[src/rtl/game_timer_arbiter.sv]
// game_timer_arbiter
// Shares one external game_timer between N_REQ requesters. A requester is
// granted the timer, its delay is launched, and a one-cycle done pulse is
// returned on its bit when the timer stops running.
// Build option: define GAME_TIMER_ARB_FIXED_PRIO_EN to replace round-robin
// arbitration with fixed priority (lowest index wins, no pointer state).
module game_timer_arbiter #(
  parameter int N_REQ = 4,
  parameter int WIDTH = 32
) (
  input  logic                   clk,
  input  logic                   reset,
  input  logic [N_REQ-1:0]       req,
  input  logic [N_REQ*WIDTH-1:0] req_value,
  output logic [N_REQ-1:0]       grant,
  output logic [N_REQ-1:0]       done,
  output logic                   busy,
  output logic                   timer_start,
  output logic [WIDTH-1:0]       timer_value,
  input  logic                   timer_running
);

  typedef enum logic [2:0] {
    IDLE   = 3'd0,
    LAUNCH = 3'd1,
    ARM    = 3'd2,
    WAIT   = 3'd3,
    DONE   = 3'd4
  } state_t;

  state_t state, state_next;

  logic             win_found;
  logic [N_REQ-1:0] win_oh;
  logic [WIDTH-1:0] win_value;

`ifdef GAME_TIMER_ARB_FIXED_PRIO_EN

  // Fixed priority: scan from the top so the lowest asserted index is the last writer
  always_comb begin
    win_found = 1'b0;
    win_oh    = '0;
    for (int i = N_REQ - 1; i >= 0; i--) begin
      if (req[i]) begin
        win_found = 1'b1;
        win_oh    = '0;
        win_oh[i] = 1'b1;
      end
    end
  end

`else

  localparam int IDX_W = (N_REQ > 1) ? $clog2(N_REQ) : 1;

  logic [IDX_W-1:0] ptr;
  logic [IDX_W-1:0] ptr_next;
  logic [IDX_W-1:0] win_idx;
  logic             found_hi;
  logic [N_REQ-1:0] oh_hi;
  logic [N_REQ-1:0] oh_lo;
  logic [IDX_W-1:0] idx_hi;
  logic [IDX_W-1:0] idx_lo;

  // Round-robin: lowest asserted index at or above the pointer wins, else wrap to the lowest overall
  always_comb begin
    win_found = 1'b0;
    found_hi  = 1'b0;
    oh_hi     = '0;
    oh_lo     = '0;
    idx_hi    = '0;
    idx_lo    = '0;
    for (int i = N_REQ - 1; i >= 0; i--) begin
      if (req[i]) begin
        win_found = 1'b1;
        oh_lo     = '0;
        oh_lo[i]  = 1'b1;
        idx_lo    = IDX_W'(i);
        if (i >= int'(ptr)) begin
          found_hi = 1'b1;
          oh_hi    = '0;
          oh_hi[i] = 1'b1;
          idx_hi   = IDX_W'(i);
        end
      end
    end
    win_oh  = found_hi ? oh_hi  : oh_lo;
    win_idx = found_hi ? idx_hi : idx_lo;
    if (win_idx == IDX_W'(N_REQ - 1)) begin
      ptr_next = '0;
    end else begin
      ptr_next = win_idx + 1'b1;
    end
  end

  // Priority pointer advances past each winner when a grant is issued
  always_ff @(posedge clk or negedge reset) begin
    if (!reset) begin
      ptr <= '0;
    end else if (state == IDLE && win_found) begin
      ptr <= ptr_next;
    end
  end

`endif

  // Select the winner's delay slice
  always_comb begin
    win_value = '0;
    for (int i = 0; i < N_REQ; i++) begin
      if (win_oh[i]) begin
        win_value = req_value[i*WIDTH +: WIDTH];
      end
    end
  end

  // State, grant and latched delay; grant/value are frozen from LAUNCH until DONE retires
  always_ff @(posedge clk or negedge reset) begin
    if (!reset) begin
      state       <= IDLE;
      grant       <= '0;
      timer_value <= '0;
    end else begin
      state <= state_next;
      if (state == IDLE && win_found) begin
        grant       <= win_oh;
        timer_value <= win_value;
      end else if (state == DONE) begin
        grant <= '0;
      end
    end
  end

  // Next-state logic; ARM blindly covers the timer's running rise
  always_comb begin
    state_next = state;
    case (state)
      IDLE:    if (win_found) state_next = LAUNCH;
      LAUNCH:  state_next = ARM;
      ARM:     state_next = WAIT;
      WAIT:    if (!timer_running) state_next = DONE;
      DONE:    state_next = IDLE;
      default: state_next = IDLE;
    endcase
  end

  // Moore outputs decoded from the state
  always_comb begin
    busy        = 1'b0;
    timer_start = 1'b0;
    done        = '0;
    if (state != IDLE)  busy        = 1'b1;
    if (state == LAUNCH) timer_start = 1'b1;
    if (state == DONE)  done        = grant;
  end

endmodule

[config.mk]
export PLATFORM = sky130hd
export DESIGN_NAME = game_timer_arbiter
export DESIGN_NICKNAME = d
export VERILOG_FILES = /design/src/rtl/game_timer_arbiter.sv
export SDC_FILE = /design/constraint.sdc
export NUM_CORES = 1
export LEC_CHECK = 0
export ABC_AREA = 1
export CAP_MARGIN = 10
export CORE_ASPECT_RATIO = 2
export CORE_UTILIZATION = 34
export DETAILED_ROUTE_END_ITERATION = 8
export PLACE_DENSITY_LB_ADDON = 0.15
export SYNTH_ARGS = -nofsm -noshare
export SYNTH_HDL_FRONTEND = slang
export SYNTH_SLANG_ARGS = --single-unit
[constraint.sdc]
create_clock -name clk -period 1.4 [get_ports clk]
set_clock_uncertainty 0.15 [all_clocks]
set_input_delay 0.14 -clock clk [delete_from_list [all_inputs] [get_ports clk]]
set_output_delay 0.14 -clock clk [all_outputs]
set_load 0.05 [all_outputs]
## Yosys cells after proc, flatten, opt, wreduce, memory -nomap -nowiden

Cells that the tools add are included.

- Add/subtract/negate cells: 1
- $lt $le $gt $ge: 3
- Eq/ne operators: 7
- Mux-type cells: 45
- Reduce and logical (&&, ||, !) cells: 5

Operators by type and width:

| operator | count |
|---|---|
| 32-bit two-way mux | 4 |
| 4-bit two-way mux | 14 |
| 2-bit two-way mux | 12 |
| 1-bit two-way mux | 12 |
| 3-bit case mux with 4 select lines | 1 |
| 3-bit by 2-bit == test with 1-bit output (second input constant) | 2 |
| 3-bit two-way mux | 2 |
| 1-bit by 2-bit >= comparator with 1-bit output (first input constant) | 2 |
| 2-bit inequality test (second input constant) | 2 |
| 3-bit by 1-bit == test with 1-bit output (second input constant) | 1 |
| 3-bit == test (second input constant) | 1 |
| 3-bit zero test | 1 |
| 3-bit nonzero test | 1 |
| 2-bit by 1-bit adder with 2-bit output (second input constant) | 1 |
| 2-bit == test (second input constant) | 1 |
| 2-bit >= comparator (first input constant) | 1 |
| 2-bit AND reduction | 1 |
| 2-bit nonzero test | 1 |
| 1-bit logical AND | 1 |

- Bits in registers: 41
- Bits of input ports: 135
- Output and inout port bits: 42
- Word-level logic and storage cells: 65

## Longest topological paths before layout

- Depth in word-level cells: 12
- Depth in mapped cells: 11
- Mapped depth without buffers: 10

## Least setup slack after synthesis

No wires, ideal clock.

- Path type: flip-flop to flip-flop
- Start point: register state[1]
- End point: register timer_value[0]
- Setup time: 117 ps
- Arrival: 1642 ps
- Path slack: -509 ps
- Stages on the path, launching flop included: 10
- Path through: dfrtp_1 nor2_1 nand2_1 nor2_4 inv_2 buf_2 nand2_1 nand2_1 inv_1 nand2_1

- Longest elaborated chain between the ends: 2

RTL lines:

| item | RTL line | RTL |
|---|---|---|
| from (decl) | 31 | `state_t state, state_next;` |
| from (signal assigned) | 124 | `state <= state_next;` |
| 3-bit zero test | 125 | `if (state == IDLE && win_found) begin` |
| 1-bit logical AND | 125 |  |
| to (signal assigned) | 127 | `timer_value <= win_value;` |
| to (decl) | 19 | `output logic [WIDTH-1:0] timer_value,` |

Every way passes these cells.
A chain may end at the register's enable or synchronous reset.

## Worst setup path after layout

- Start point: register ptr[1]
- End point: register timer_value[18]

- Longest elaborated chain between the ends: 12
- Elaborated cells between the ends (all ways): 20

RTL lines:

| item | RTL line | RTL |
|---|---|---|
| from (decl) | 56 | `logic [IDX_W-1:0] ptr;` |
| from (signal assigned) | 101 | `ptr <= ptr_next;` |
| 2-bit >= comparator | 79 | `if (i >= int'(ptr)) begin` |
| 4-bit two-way mux or 1-bit two-way mux (tied branches) | 79 |  |
| 4-bit two-way mux or 1-bit two-way mux (tied branches) | 74 | `if (req[i]) begin` |
| 4-bit two-way mux or 1-bit two-way mux (tied branches) | 79 |  |
| 4-bit two-way mux or 1-bit two-way mux (tied branches) | 74 |  |
| 4-bit two-way mux or 1-bit two-way mux (tied branches) | 79 |  |
| 4-bit two-way mux or 1-bit two-way mux (tied branches) | 74 |  |
| 4-bit two-way mux (*) | 87 | `win_oh = found_hi ? oh_hi : oh_lo;` |
| 32-bit two-way mux (3 in a row) | 111 | `if (win_oh[i]) begin` |
| 32-bit two-way mux (*) | 111 |  |

Mark *: on every way between the ends. The rest lies on a longest branch, timed or not.

==> impl_metrics.sql <==
INSERT INTO impl_metrics (metric_group, metric, value, unit) VALUES
('placement', 'gp_routability_congestion', '0.857', ''),
('global_routing', 'global_route.peak_usage_layer', 'met2', ''),
('floorplan', 'chipWidth', '67.6', 'um'),
('worst_setup_path', 'timing.critical_path.slowest_stage_cell', 'dfrtp_2', ''),
('logic_synthesis', 'distinct_cell_type_count_after_synthesis', '24', ''),
('worst_setup_path', 'critical-path-top-delay-family', 'simple AND/OR/NAND/NOR gates', ''),
('clock_network', 'clock_latency', '0.28', 'ns'),
('routing', 'drc', '0', ''),
('logic_synthesis', 'synth_fp_nets', '599', ''),
('layout', 'final_nets', '819', ''),
('logic_synthesis', 'syn_inst', '464', ''),
('placement', 'placement.setup.worst_slack', '-0.548', 'ns'),
('worst_setup_path', 'rr_endpoint', 'timer_value[18]', ''),
('timing', 'slew-limit-headroom', '81.5', '%'),
('global_routing', 'globalRoute.totalOverflow', '0', ''),
('layout', 'layout_cells_sized_above_1', '27.8', '%'),
('placement', 'post-place-cells', '749', ''),
('timing', 'setup_slack', '-0.380', 'ns'),
('timing', 'hold_viol', '0', ''),
('timing', 'rsz0062_at_grt', 'true', ''),
('clock_network', 'cts_made_buffers', '5', ''),
('worst_setup_path', 'crit_path_end_kind', 'register', ''),
('floorplan', 'site_row_count', '47', ''),
('layout', 'insertedDiodeCount', '0', ''),
('logic_synthesis', 'synth_area_per_cell', '6.31', 'um2'),
('timing', 'finalSetupViolCount', '44', ''),
('global_routing', 'grt.met3_usage', '5.91', '%'),
('worst_setup_path', 'worst_ep_required_time', '1.47', 'ns'),
('logic_synthesis', 'yosys.cell_count.top_type', 'nand2_1', ''),
('timing', 'clock.fmax', '562', 'MHz'),
('power', 'p_sw', '6480', 'uW'),
('global_routing', 'antenna_found_initial', '0', ''),
('floorplan', 'start_util', '35.3', '%'),
('power', 'power_density', '2140', 'nW/um2'),
('worst_setup_path', 'crit_fanout', '5', ''),
('logic_synthesis', 'synth.ff_latch_count', '41', ''),
('power', 'power.share.clock', '8.2', '%'),
('timing', 'worst_margin_slew', '0.275', 'ns'),
('power', 'internal_power', '7410', 'uW'),
('clock_network', 'tritoncts', 'done', ''),
('global_routing', 'grt_pass1_wl', '18.9', 'mm'),
('run_status', 'run_status', 'complete, but fails checks', ''),
('layout', 'stdcell_count', '782', ''),
('power', 'relative_contribution_of_combinational_cells_to_total_power', '74.5', '%'),
('placement', 'buffer_ports.inserted', '176', ''),
('power', 'irDropWorstVdd', '1.56', 'mV'),
('logic_synthesis', 'synth-async-reset-ratio', '100', '%'),
('worst_setup_path', 'reg2reg_depth', '10', ''),
('global_routing', 'grt_use_met2', '53.6', '%'),
('routing', 'detailedRoute.firstPassIterationCount', '4', ''),
('timing', 'period_needed', '1.78', 'ns'),
('floorplan', 'count_of_boundary_i_o_pins', '177', ''),
('global_routing', 'grt_use_met1', '25.7', '%'),
('logic_synthesis', 'top_cell_type_by_total_area_after_synthesis', 'dfrtp_1', ''),
('worst_setup_path', 'regToRegSetupSlack', '-0.38', 'ns'),
('run_status', 'failed_checks', 'setup timing', ''),
('routing', 'route.vias.total', '4011', ''),
('worst_setup_path', 'critPathBufInv', '3', ''),
('clock_network', 'ctsRootBufferMaster', 'clkbuf_16', ''),
('clock_network', 'htree_num_levels', '2', ''),
('routing', 'detail_route.iter0.violations', '163', ''),
('timing', 'hold_slack', '0.196', 'ns'),
('clock_network', 'clockBufferDepth', '2', ''),
('timing', 'setup_total_negative_slack', '-11.70', 'ns'),
('worst_setup_path', 'regToRegStartpoint', 'ptr[1]', ''),
('logic_synthesis', 'synth-seq-area-share', '35.0', '%'),
('global_routing', 'grt_max_degree', '42', ''),
('logic_synthesis', 'synth_warnings', '0', ''),
('worst_setup_path', 'critical_path.max_stage_delay', '0.46', 'ns'),
('worst_setup_path', 'cp-start-kind', 'register', ''),
('clock_network', 'clkTransAtPathRegs', '0.05', 'ns');
layout by cell type (no fill, tap or decap), types with 11 or more instances in the layout:
master	netlist	routed
nand2_1	183	163
clkdlybuf4s50_1	0	131
nand3_1	130	105
buf_12	0	52
inv_1	44	41
dfrtp_1	41	40
nand3_2	0	23
buf_4	8	23
buf_6	3	18
nor2_4	2	13
nand2_2	4	11
worst reg2reg max path, stage by stage (launching register included):
cell,delay (ns)
dfrtp_2,0.46
nor2_4,0.17
nand2_4,0.10
buf_6,0.13
o21ai_4,0.05
buf_6,0.17
clkbuf_16,0.16
nand3_1,0.09
nand3_1,0.11
nand2_1,0.06
nand2_1,0.06
per-layer routing:
metal / routed length, um / share of wire [%]
met5: 0 / 0
met1: 4080 / 31
met2: 7820 / 59
met4: 680 / 5.1
met3: 758 / 5.7
cells by family after synthesis:
kind of cell / synth area share (%)
buffers and inverters: 11.7
AND/OR/NAND/NOR: 50.4
AO/OA/AOI/OAI: 2.86
flip-flops: 35.0
area by class of cell:
type / instances / area (um2) / area share [%]
Clock buffer: 7 / 143 / 2.20
Timing Repair Buffer: 241 / 3060 / 47.2
Tap cell: 98 / 123 / 1.89
Sequential cell: 41 / 1030 / 15.8
Multi-Input combinational cell: 349 / 1950 / 30.1
Inverter: 46 / 178 / 2.74
stage by stage:
| stage | total power, uW | cell area (um2) |
|---|---|---|
| after floorplan | 6680 | 3000 |
| after global placement | 10700 | 5510 |
| after detailed placement | 10800 | 5510 |
| after CTS | 13000 | 6060 |
| after global routing | 14600 | 6480 |
| final | 13900 | 6480 |
repair_timing:
action	CTS	global route
endpoints found under the hold margin	41	0
resized for setup	57	58
endpoints found under the setup margin	44	45
hold buffers	1	0
gates cloned	7	5
setup buffers	9	7
pin swaps	9	33
worst max-delay path by stage:
| stage | cells past startpoint | startpoint | slack (ns) | to |
|---|---|---|---|---|
| after CTS | 10 | ptr[1] | -0.29 | timer_value[27] |
| after detailed placement | 11 | req[2] | -0.55 | timer_value[27] |
| final | 10 | ptr[1] | -0.38 | timer_value[18] |
| after global placement | 11 | req[2] | -0.50 | timer_value[27] |
| after floorplan | 9 | state[0] | -0.16 | timer_value[0] |
| after global routing | 10 | ptr[1] | -0.46 | timer_value[16] |
power groups by stage:
stage / Clock, uW / Sequential [uW] / Combinational [uW]
after detailed placement: 0 / 2380 / 8460
final: 1140 / 2400 / 10300
after global placement: 0 / 2350 / 8320
after CTS: 1150 / 2380 / 9510
after global routing: 1200 / 2440 / 10900
after floorplan: 0 / 3750 / 2940
flip-flops by register name, indices dropped and copies added, names as in the netlist:
| signal | count |
|---|---|
| ptr | 2 |
| timer_value | 32 |
| state | 3 |
| grant | 4 |
Power figures use the tool's default switching activity.
